===== config.mk =====
export PLATFORM = sky130hd
export DESIGN_NAME = keypad_key_decoder
export DESIGN_NICKNAME = d
export VERILOG_FILES = /design/src/rtl/keypad_pkg.sv /design/src/rtl/keypad_event_fifo.sv /design/src/rtl/keypad_key_decoder.sv
export SDC_FILE = /design/constraint.sdc
export NUM_CORES = 1
export LEC_CHECK = 0
export ABC_AREA = 1
export CORE_MARGIN = 5
export CORE_UTILIZATION = 52
export DETAILED_ROUTE_END_ITERATION = 10
export PLACE_DENSITY = 0.75
export REMOVE_ABC_BUFFERS = 1
export SETUP_SLACK_MARGIN = 0.15
export SLEW_MARGIN = 20
export SYNTH_ARGS = -nofsm -noshare
export SYNTH_HDL_FRONTEND = slang
export SYNTH_HIERARCHICAL = 1
export SYNTH_SLANG_ARGS = --single-unit
export TNS_END_PERCENT = 10

===== constraint.sdc =====
create_clock -name clk -period 2.5 [get_ports clk]
set_clock_uncertainty 0.1 [all_clocks]
set_input_delay 0.75 -clock clk [delete_from_list [all_inputs] [get_ports clk]]
set_output_delay 0.75 -clock clk [all_outputs]
set_load 0.05 [all_outputs]

===== src/rtl/keypad_pkg.sv =====
// keypad_pkg: key code enumeration, keypad layout map and default timing constants.
// Latency: n/a (types, constants and pure functions only).
// Backpressure: n/a.
package keypad_pkg;

  localparam int DEF_SAMPLE_DIV   = 2_000_000;
  localparam int DEF_DEBOUNCE_CNT = 3;
  localparam int DEF_FIFO_DEPTH   = 4;

  typedef enum logic [3:0] {
    KEY_0    = 4'd0,
    KEY_1    = 4'd1,
    KEY_2    = 4'd2,
    KEY_3    = 4'd3,
    KEY_4    = 4'd4,
    KEY_5    = 4'd5,
    KEY_6    = 4'd6,
    KEY_7    = 4'd7,
    KEY_8    = 4'd8,
    KEY_9    = 4'd9,
    KEY_A    = 4'd10,
    KEY_B    = 4'd11,
    KEY_C    = 4'd12,
    KEY_D    = 4'd13,
    KEY_STAR = 4'd14,
    KEY_HASH = 4'd15
  } key_code_e;

  // Matrix index (row*4+col) to key code for the layout
  //   1 2 3 A / 4 5 6 B / 7 8 9 C / * 0 # D
  function automatic key_code_e index_to_code(input logic [3:0] idx);
    key_code_e code;
    case (idx)
      4'd0:    code = KEY_1;
      4'd1:    code = KEY_2;
      4'd2:    code = KEY_3;
      4'd3:    code = KEY_A;
      4'd4:    code = KEY_4;
      4'd5:    code = KEY_5;
      4'd6:    code = KEY_6;
      4'd7:    code = KEY_B;
      4'd8:    code = KEY_7;
      4'd9:    code = KEY_8;
      4'd10:   code = KEY_9;
      4'd11:   code = KEY_C;
      4'd12:   code = KEY_STAR;
      4'd13:   code = KEY_0;
      4'd14:   code = KEY_HASH;
      default: code = KEY_D;
    endcase
    return code;
  endfunction

  // Index of the lowest set bit; 0 when the mask is empty (callers gate on mask != 0).
  function automatic logic [3:0] lowest_index(input logic [15:0] mask);
    logic [3:0] idx;
    idx = 4'd0;
    for (int i = 15; i >= 0; i--) begin
      if (mask[i]) idx = 4'(i);
    end
    return idx;
  endfunction

endpackage


===== src/rtl/keypad_event_fifo.sv =====
// keypad_event_fifo: small synchronous FIFO for key events, head is visible combinationally.
// Latency: a push is visible at the head the cycle after the push edge.
// Backpressure: push on full is dropped unless a pop happens in the same cycle; pop on empty is ignored.
module keypad_event_fifo #(
  parameter int WIDTH = 4,
  parameter int DEPTH = 4
) (
  input  logic             clk,
  input  logic             rst,
  input  logic             push,
  input  logic [WIDTH-1:0] push_data,
  input  logic             pop,
  output logic             full,
  output logic             empty,
  output logic [WIDTH-1:0] head
);

  localparam int AW = $clog2(DEPTH);

  logic [WIDTH-1:0] mem [DEPTH];
  logic [AW-1:0]    wr_ptr;
  logic [AW-1:0]    rd_ptr;
  logic [AW:0]      count;
  logic             do_push;
  logic             do_pop;

  assign full    = (count == (AW+1)'(DEPTH));
  assign empty   = (count == '0);
  assign do_pop  = pop & ~empty;
  // When full, a simultaneous pop frees the head slot, which is the one being written.
  assign do_push = push & (~full | do_pop);
  assign head    = mem[rd_ptr];

  // Pointer and occupancy bookkeeping; DEPTH is a power of two so pointers wrap naturally.
  always_ff @(posedge clk) begin
    if (rst) begin
      wr_ptr <= '0;
      rd_ptr <= '0;
      count  <= '0;
    end else begin
      if (do_push) wr_ptr <= wr_ptr + AW'(1);
      if (do_pop)  rd_ptr <= rd_ptr + AW'(1);
      if (do_push && !do_pop)      count <= count + (AW+1)'(1);
      else if (do_pop && !do_push) count <= count - (AW+1)'(1);
    end
  end

  // Storage; contents need no reset because empty gates every use of the head.
  always_ff @(posedge clk) begin
    if (do_push) mem[wr_ptr] <= push_data;
  end

endmodule


===== src/rtl/keypad_key_decoder.sv =====
// keypad_key_decoder: debounces 4x4 keypad snapshots and queues key codes of newly pressed keys.
// Latency: accept on sample strobe S -> key_held at S+1 -> key_valid at S+2 when the queue is empty.
// Backpressure: key_ready low holds the head; events pushed into a full queue are dropped, setting sticky overflow.
// Option: define KEYPAD_RELEASE_EVENT_EN to also queue release events (key_release=1), served after presses.
module keypad_key_decoder
  import keypad_pkg::*;
#(
  parameter int SAMPLE_DIV   = DEF_SAMPLE_DIV,
  parameter int DEBOUNCE_CNT = DEF_DEBOUNCE_CNT,
  parameter int FIFO_DEPTH   = DEF_FIFO_DEPTH
) (
  input  logic        clk,
  input  logic        rst,
  input  logic [3:0]  row0,
  input  logic [3:0]  row1,
  input  logic [3:0]  row2,
  input  logic [3:0]  row3,
  output logic        key_valid,
  input  logic        key_ready,
  output logic [3:0]  key_code,
  output logic        key_release,
  output logic [15:0] key_held,
  output logic        overflow
);

  localparam int SW = $clog2(SAMPLE_DIV);
  localparam int CW = $clog2(DEBOUNCE_CNT);
`ifdef KEYPAD_RELEASE_EVENT_EN
  localparam int EW = 5;
`else
  localparam int EW = 4;
`endif

  logic [SW-1:0] sample_cnt;
  logic          strobe;
  logic [15:0]   raw;
  logic [15:0]   last;
  logic [15:0]   stable;
  logic [15:0]   pending;
  logic [15:0]   new_press;
  logic [15:0]   press_clr;
  logic [CW-1:0] db_cnt;
  logic          accept;
  logic          push;
  logic [3:0]    sel_idx;
  logic [EW-1:0] push_data;
  logic [EW-1:0] head;
  logic          fifo_full;
  logic          fifo_empty;

  assign raw    = {row3, row2, row1, row0};
  assign strobe = (sample_cnt == SW'(SAMPLE_DIV - 1));
  // The count saturates at DEBOUNCE_CNT-1, so a held state is re-accepted every strobe;
  // that is harmless because only bits that differ from stable create events.
  assign accept    = strobe && (raw == last) && (db_cnt >= CW'(DEBOUNCE_CNT - 2));
  assign new_press = accept ? (raw & ~stable) : 16'h0;

  // Sample divider: one strobe per full scanner pass.
  always_ff @(posedge clk) begin
    if (rst)         sample_cnt <= '0;
    else if (strobe) sample_cnt <= '0;
    else             sample_cnt <= sample_cnt + SW'(1);
  end

  // Debounce: count consecutive identical samples, restart on any change.
  always_ff @(posedge clk) begin
    if (rst) begin
      last   <= '0;
      db_cnt <= '0;
    end else if (strobe) begin
      if (raw == last) begin
        if (db_cnt != CW'(DEBOUNCE_CNT - 1)) db_cnt <= db_cnt + CW'(1);
      end else begin
        db_cnt <= '0;
        last   <= raw;
      end
    end
  end

`ifdef KEYPAD_RELEASE_EVENT_EN
  logic [15:0] rel_pending;
  logic [15:0] rel_clr;
  logic [15:0] new_rel;
  logic        serve_rel;

  assign new_rel = accept ? (~raw & stable) : 16'h0;

  // Encoder: one event per cycle, presses before releases, lowest index first.
  always_comb begin
    push      = 1'b0;
    serve_rel = 1'b0;
    sel_idx   = lowest_index(pending);
    press_clr = 16'h0;
    rel_clr   = 16'h0;
    if (pending != 16'h0) begin
      push      = 1'b1;
      press_clr = 16'h1 << sel_idx;
    end else if (rel_pending != 16'h0) begin
      push      = 1'b1;
      serve_rel = 1'b1;
      sel_idx   = lowest_index(rel_pending);
      rel_clr   = 16'h1 << sel_idx;
    end
    push_data = {serve_rel, index_to_code(sel_idx)};
  end

  // Release mask: served bits cleared, newly released keys added on accept.
  always_ff @(posedge clk) begin
    if (rst) rel_pending <= '0;
    else     rel_pending <= (rel_pending & ~rel_clr) | new_rel;
  end

  assign key_release = fifo_empty ? 1'b0 : head[4];
`else
  // Encoder: one press event per cycle, lowest index first.
  always_comb begin
    push      = 1'b0;
    sel_idx   = lowest_index(pending);
    press_clr = 16'h0;
    if (pending != 16'h0) begin
      push      = 1'b1;
      press_clr = 16'h1 << sel_idx;
    end
    push_data = index_to_code(sel_idx);
  end

  assign key_release = 1'b0;
`endif

  // Debounced matrix and press mask; a release never cancels a press still pending.
  always_ff @(posedge clk) begin
    if (rst) begin
      stable  <= '0;
      pending <= '0;
    end else begin
      pending <= (pending & ~press_clr) | new_press;
      if (accept) stable <= raw;
    end
  end

  // Sticky drop flag: push into a full queue with no pop in the same cycle.
  always_ff @(posedge clk) begin
    if (rst)                                   overflow <= 1'b0;
    else if (push && fifo_full && !key_ready)  overflow <= 1'b1;
  end

  keypad_event_fifo #(
    .WIDTH (EW),
    .DEPTH (FIFO_DEPTH)
  ) u_fifo (
    .clk       (clk),
    .rst       (rst),
    .push      (push),
    .push_data (push_data),
    .pop       (key_ready),
    .full      (fifo_full),
    .empty     (fifo_empty),
    .head      (head)
  );

  assign key_valid = ~fifo_empty;
  assign key_code  = fifo_empty ? 4'd0 : head[3:0];
  assign key_held  = stable;

endmodule


==> results of run 1 <==
==> cell type report <==
class,count,area share
clock inverters,5,0.01299
clock buffers,11,0.02598
well taps,108,0.02300
repair buffers,79,0.1295
inverters,73,0.04770
flip-flops and latches,97,0.3590
multi-input cells,411,0.4018
==> where the power goes <==
group          internal (mW)  switching, mW
Clock                  0.620          0.537
Sequential              1.62         0.0588
Combinational          0.376          0.528
==> state kept, by name, summed over array words and instances, names as in the netlist, named ones only <==
signal / cells
db_cnt: 2
key_held: 16
last: 16
overflow: 1
pending: 16
sample_cnt: 21
u_fifo/count: 3
u_fifo/mem: 16
u_fifo/rd_ptr: 2
u_fifo/wr_ptr: 2
==> Yosys cell counts, drive strengths merged <==
master,count,area [sq um]
ha,13,162.7
nor4,10,68.81
a31oi,2,12.51
o211ai,1,7.510
a21oi,45,225.2
clkinv,1,5.000
nand2,107,429.2
o21bai,1,7.510
dfxtp,81,1622
nor3b,5,47.54
o21a,1,7.510
buf,9,65.06
edfxtp,16,480.5
nand3b,17,140.1
nand3,19,127.6
xnor2,1,8.760
inv,72,270.3
nor3,11,70.07
conb,1,3.750
fa,1,20.02
clkbuf,8,30.03
nor2,93,381.6
o22ai,4,25.02
o32ai,1,8.760
or2,3,18.77
xor2,21,183.9
o21ai,41,205.2
and3,1,6.260
nand4,7,43.79
o31ai,3,22.52
a211oi,2,15.01
==> cells by family after synthesis <==
| family | share of synthesized area |
|---|---|
| AOI/OAI and AO/OA | 0.1137 |
| adders and majority gates | 0.03869 |
| xor gates and xnor gates | 0.04081 |
| and+or+nand+nor | 0.2825 |
| other | 0.0007942 |
| buffers and inverters | 0.07843 |
| DFF | 0.4452 |
==> worst min path at each step <==
| stage | end | depth (start not counted) | slack (ns) | startpoint |
|---|---|---|---|---|
| 2_1_floorplan | sample_cnt[0] | 1 | 0.32 | sample_cnt[0] |
| 3_3_place_gp | sample_cnt[0] | 1 | 0.33 | sample_cnt[0] |
| 3_5_place_dp | sample_cnt[0] | 1 | 0.34 | sample_cnt[0] |
| 4_1_cts | sample_cnt[0] | 1 | 0.36 | sample_cnt[0] |
| 5_1_grt | sample_cnt[0] | 1 | 0.38 | sample_cnt[0] |
| 6_report | sample_cnt[0] | 1 | 0.36 | sample_cnt[0] |
==> what timing repair did <==
action,in CTS,in global routing
setup endpoints to repair,51,83
buffers inserted,1,4
resized for setup,12,32
pin swaps,1,10
==> placed cells by master (no fill, tap or decap), types with 6 or more instances in the layout <==
master	synthesis	final
a21oi_1	45	45
buf_12	0	6
buf_4	3	37
clkbuf_8	0	9
clkdlybuf4s50_1	0	33
dfxtp_1	81	77
edfxtp_1	16	16
ha_1	13	11
inv_1	66	60
inv_2	6	10
nand2_1	100	96
nand2_2	5	9
nand3_1	14	14
nand3b_1	16	16
nand4_1	7	7
nor2_1	86	83
nor2_4	3	6
nor3_1	8	7
nor4_1	9	6
o21ai_0	40	36
xor2_1	21	21
==> metal layers <==
metal  vias up  share of wire  track usage
met2        87           0.49       0.3411
met3        25          0.040      0.03240
met5         -              0            0
met4         0          0.029      0.07966
li1       2091              -            -
met1      1898           0.44       0.2306
==> impl_metrics.env, run 1 <==
export IMPL_outcome="completed"
export IMPL_leakagePower_nw=2.290
export IMPL_worst_pin_slew_ns=0.5691
export IMPL_numCtsBuffers=9
export IMPL_htreeDepth=3
export IMPL_max_freq_ghz=0.4138
export IMPL_io_buffers=40
export IMPL_fin_crit_sh=0.9667
export IMPL_rr_worst_depth=12
export IMPL_num_fill_cells=713
export IMPL_instances_no_fill=784
export IMPL_slowest_delay_ns=0.82
export IMPL_insertion_delay_ns=0.36
export IMPL_clk_path_buf_depth=2
export IMPL_grt_setup_unrepaired="true"
export IMPL_ys_warn_count=6
export IMPL_dp_cells=763
export IMPL_grt_start_max_net_pins=41
export IMPL_seq_area_sq_um=2110
export IMPL_antenna_found_initial=0
export IMPL_cts_tree="done"
export IMPL_fin_nets=704
export IMPL_yosysSeqAreaShare=0.4452
export IMPL_grt_first_pass_wirelength_microns=17500
export IMPL_peakVddDrop_v=0.0003538
export IMPL_hpwl_microns=8018
export IMPL_hold_slack_ns=0.3602
export IMPL_start_util=0.5362
export IMPL_slowest_stage="clkdlybuf4s50_1"
export IMPL_vias=4101
export IMPL_drive_above_1_share=0.1775
export IMPL_synth_seq_cells=97
export IMPL_cp_required_ns=1.65
export IMPL_postRouteAntennaNets=0
export IMPL_cts_root_buf="clkbuf_8"
export IMPL_multi_input_area_sq_um=2361
export IMPL_crit_path_start="key_held[9]"
export IMPL_end_kind="output pin"
export IMPL_rows=34
export IMPL_syn_to_final_growth_pct=24.43
export IMPL_io_pins=42
export IMPL_syn_area_per_cell_sq_um=7.896
export IMPL_routedWlPerCell_microns=13.66
export IMPL_placed_area_sq_um=5480
export IMPL_cap_violations=0
export IMPL_die_x_microns=105.3
export IMPL_gp_congestion=0.8825
export IMPL_cp_top_family="buffers and inverters"
export IMPL_crit_path_start_kind="flop"
export IMPL_power_density_nw_per_um2=636.9
export IMPL_drcViolationCount=0
export IMPL_reg2reg_setup_slack_ns=0.13
export IMPL_post_drt_via_cell_ratio=5.231
export IMPL_r2r_end="u_fifo/mem[1][2]"
export IMPL_crit_type="flop to output pin"
export IMPL_holdCritPathClass="flop to flop"
export IMPL_path_cells="clkdlybuf4s50_1"
export IMPL_postLayoutCellArea_sq_um=5876
export IMPL_finish_utilization=0.6672
export IMPL_clock_sinks=97
export IMPL_slew_viol_final=0
export IMPL_drt_iter0_markers=180
export IMPL_r2r_start="pending[13]"
export IMPL_die_area_sq_um=11090
export IMPL_clk_pin_slew_ns=0.09
export IMPL_syn_cell_area_sq_um=4722
export IMPL_worst_path_buf_inv=1
export IMPL_setup_worst_path_end="key_held[9]"
export IMPL_gr_total_overflow=0
export IMPL_ys_types=46
export IMPL_die_height_microns=105.3
export IMPL_postSynthCellCount=598
export IMPL_cts_hold_buf=0
export IMPL_core_sq_um=8806
export IMPL_max_slew_margin=0.6192
export IMPL_crit_arrival_ns=1.57
export IMPL_tns_ns=0
export IMPL_fin_ws_ns=0.08331
export IMPL_diodes=0
export IMPL_drt_pass1_iter_count=4
export IMPL_worstPathMaxFanout=3
export IMPL_hold_viol=0
export IMPL_cp_num_cells=1
export IMPL_period_needed_ns=2.417
export IMPL_setup_violations=0
export IMPL_finalWirelength_microns=10710
export IMPL_power_total_mw=3.742
export IMPL_grt_pass1_vias=3861
export IMPL_preCtsSetupSlack_ns=-0.2982
export IMPL_grt_usage=0.1924
Power figures use the tool's default switching activity.
==> run 2: changes to the inputs <==
--- a/config.mk
+++ b/config.mk
@@ -6,7 +6,7 @@
 export NUM_CORES = 1
 export LEC_CHECK = 0
 export ABC_AREA = 1
-export CORE_MARGIN = 5
+export CORE_MARGIN = 1
 export CORE_UTILIZATION = 52
 export DETAILED_ROUTE_END_ITERATION = 10
 export PLACE_DENSITY = 0.75
==> run 2 against run 1 <==
Sequential share of layout area is 0.34 points higher. Count of clock-buffer cells in the layout is 1 lower. Final cell count is 0.38% lower. Total power is 3.2% lower. Register-to-register slack better by 0.05 ns. Fmax is 0.36% lower. Sequential power hardly changed. Critical endpoint is now key_held[0]. Largest cell class unchanged. Largest power group unchanged.
==> impl_metrics.env, run 2 (synthesis gave the netlist of run 1 again) <==
export IMPL_outcome="completed"
export IMPL_leakagePower_nw=2.261
export IMPL_instances_no_fill=781
export IMPL_drcViolationCount=0
export IMPL_max_slew_margin=0.5757
export IMPL_slew_viol_final=0
export IMPL_fin_nets=701
export IMPL_power_internal_mw=2.491
export IMPL_gr_total_overflow=0
export IMPL_drt_iter0_markers=206
export IMPL_holdCritPathClass="flop to flop"
export IMPL_worstPathMaxFanout=3
export IMPL_layout_commonest_cell="nand2_1"
export IMPL_vias=4077
export IMPL_finalWirelength_microns=10400
export IMPL_cts_hold_buf=0
export IMPL_antenna_found_initial=0
export IMPL_grt_start_max_net_pins=36
export IMPL_fin_ws_ns=0.07449
export IMPL_largest_register="sample_cnt"
export IMPL_postRouteAntennaNets=0
export IMPL_insertion_delay_ns=0.36
export IMPL_cp_top_family="buffers and inverters"
export IMPL_io_buffers=40
export IMPL_cts_tree="done"
export IMPL_path_cells="clkdlybuf4s50_1"
export IMPL_hold_slack_ns=0.3514
export IMPL_setup_violations=0
export IMPL_switching_share=0.3119
export IMPL_cp_required_ns=1.65
export IMPL_end_kind="output pin"
export IMPL_mostFrequentLayoutCells="nand2_1 (94), nor2_1 (83), dfxtp_1 (77), inv_1 (60), a21oi_1 (45)"
export IMPL_numCtsBuffers=9
export IMPL_grt_usage=0.2220
export IMPL_slowest_delay_ns=0.83
export IMPL_p_comb_frac=0.248
export IMPL_largest_register_ffs=21
export IMPL_clkPwrFrac=0.287
export IMPL_htreeDepth=3
export IMPL_clk_pin_slew_ns=0.09
export IMPL_p_sw_mw=1.129
export IMPL_die_x_microns=97.30
export IMPL_cts_root_buf="clkbuf_8"
export IMPL_grt_setup_unrepaired="true"
export IMPL_cap_violations=0
export IMPL_period_needed_ns=2.426
export IMPL_post_drt_via_cell_ratio=5.220
export IMPL_start_util=0.5388
export IMPL_dp_cells=762
export IMPL_crit_type="flop to output pin"
export IMPL_routedWlPerCell_microns=13.32
export IMPL_clk_path_buf_depth=2
export IMPL_slowest_stage="clkdlybuf4s50_1"
export IMPL_p_seq_frac=0.465
export IMPL_preCtsSetupSlack_ns=-0.2264
export IMPL_fin_crit_sh=0.9702
export IMPL_worst_pin_slew_ns=0.6341
export IMPL_crit_arrival_ns=1.58
export IMPL_core_sq_um=8763
export IMPL_hpwl_microns=7679
export IMPL_drive_above_1_share=0.1798
export IMPL_gp_congestion=0.8430
export IMPL_die_height_microns=97.30
export IMPL_power_density_nw_per_um2=622.9
export IMPL_peakVddDrop_v=0.0003832
export IMPL_io_pins=42
export IMPL_drt_pass1_iter_count=4
export IMPL_hold_viol=0
export IMPL_diodes=0
export IMPL_postLayoutCellArea_sq_um=5813
export IMPL_crit_path_start_kind="flop"
export IMPL_placed_area_sq_um=5460
export IMPL_rows=34
export IMPL_power_total_mw=3.621
export IMPL_grt_pass1_vias=3926
export IMPL_grt_first_pass_wirelength_microns=17170
export IMPL_clock_sinks=97
export IMPL_max_freq_ghz=0.4123
export IMPL_die_area_sq_um=9466
export IMPL_worst_path_buf_inv=1
export IMPL_syn_to_final_growth_pct=23.11
## run 2: cell types whose count changed in the layout (fill, tap and decap cells not counted), sizes merged
cell / before / now
buf: 44 / 41
bufinv: 2 / 1
clkbuf: 11 / 10
clkinv: 3 / 4
clkinvlp: 1 / 2
## run 2: cell type report
class,instances,area [sq um]
Clock buffer,10,137.6
Clock inverter,6,67.56
Fill cell,716,2950
Inverter,73,277.8
Multi-Input combinational cell,411,2366
Sequential cell,97,2107
Tap cell,108,135.1
Timing Repair Buffer,76,721.9
## run 2: worst register-to-register path, cell delays in order (launching register included)
cell and delay [ns]:
dfxtp_1 0.33, inv_1 0.10, nand2_2 0.09, nor3_4 0.20, nand2_1 0.12, nor2_1 0.53, inv_2 0.22, nand4_1 0.17
nand3_1 0.16
## run 2: final timing paths
kind | slack, ns | startpoint | cells past startpoint | end
hold / removal | 0.35 | sample_cnt[0] | 1 | sample_cnt[0]
setup reg to reg | 0.18 | pending[1] | 8 | u_fifo/mem[1][0]
hold reg to reg | 0.35 | sample_cnt[0] | 1 | sample_cnt[0]
setup / recovery | 0.07 | key_held[0] | 1 | key_held[0]
## run 2: metal layers
metal | global-route usage | routed length (microns) | share of wire | vias to the layer above
li1 | - | - | - | 2099
met1 | 0.2760 | 4637 | 0.45 | 1905
met2 | 0.4014 | 5312 | 0.51 | 62
met3 | 0.02734 | 330 | 0.032 | 11
met4 | 0.06674 | 124 | 0.012 | 0
met5 | 0 | 0 | 0 | -
## run 2: through the flow
step	TNS, ns	utilization
floorplan	0	-
global placement	-5.049	0.6231
detailed placement	-8.453	0.6231
CTS	0	0.6481
global route	0	0.6633
finish	0	0.6633
## run 2: power groups by stage
stage / clock [mW] / combinational [mW] / sequential (mW)
after floorplan: 0 / 0.521 / 1.70
after global placement: 0 / 0.873 / 1.71
after detailed placement: 0 / 0.889 / 1.72
after CTS: 1.06 / 0.892 / 1.68
after global routing: 1.11 / 0.973 / 1.69
final: 1.04 / 0.898 / 1.68
## run 2: repair_timing
item | 4_1_cts | 5_1_grt
setup buffers | 1 | 2
pin swaps | 0 | 7
hold endpoints to repair | 0 | 0
setup endpoints to repair | 32 | 80
gates resized for setup | 6 | 35
==> run 3: changes to the inputs <==
--- a/config.mk
+++ b/config.mk
@@ -6,6 +6,7 @@
 export NUM_CORES = 1
 export LEC_CHECK = 0
 export ABC_AREA = 1
+export CAP_MARGIN = 20
 export CORE_MARGIN = 1
 export CORE_UTILIZATION = 52
 export DETAILED_ROUTE_END_ITERATION = 10
==> results of run 3 <==
The final DEF is identical to that of run 2; final timing and power are the same.
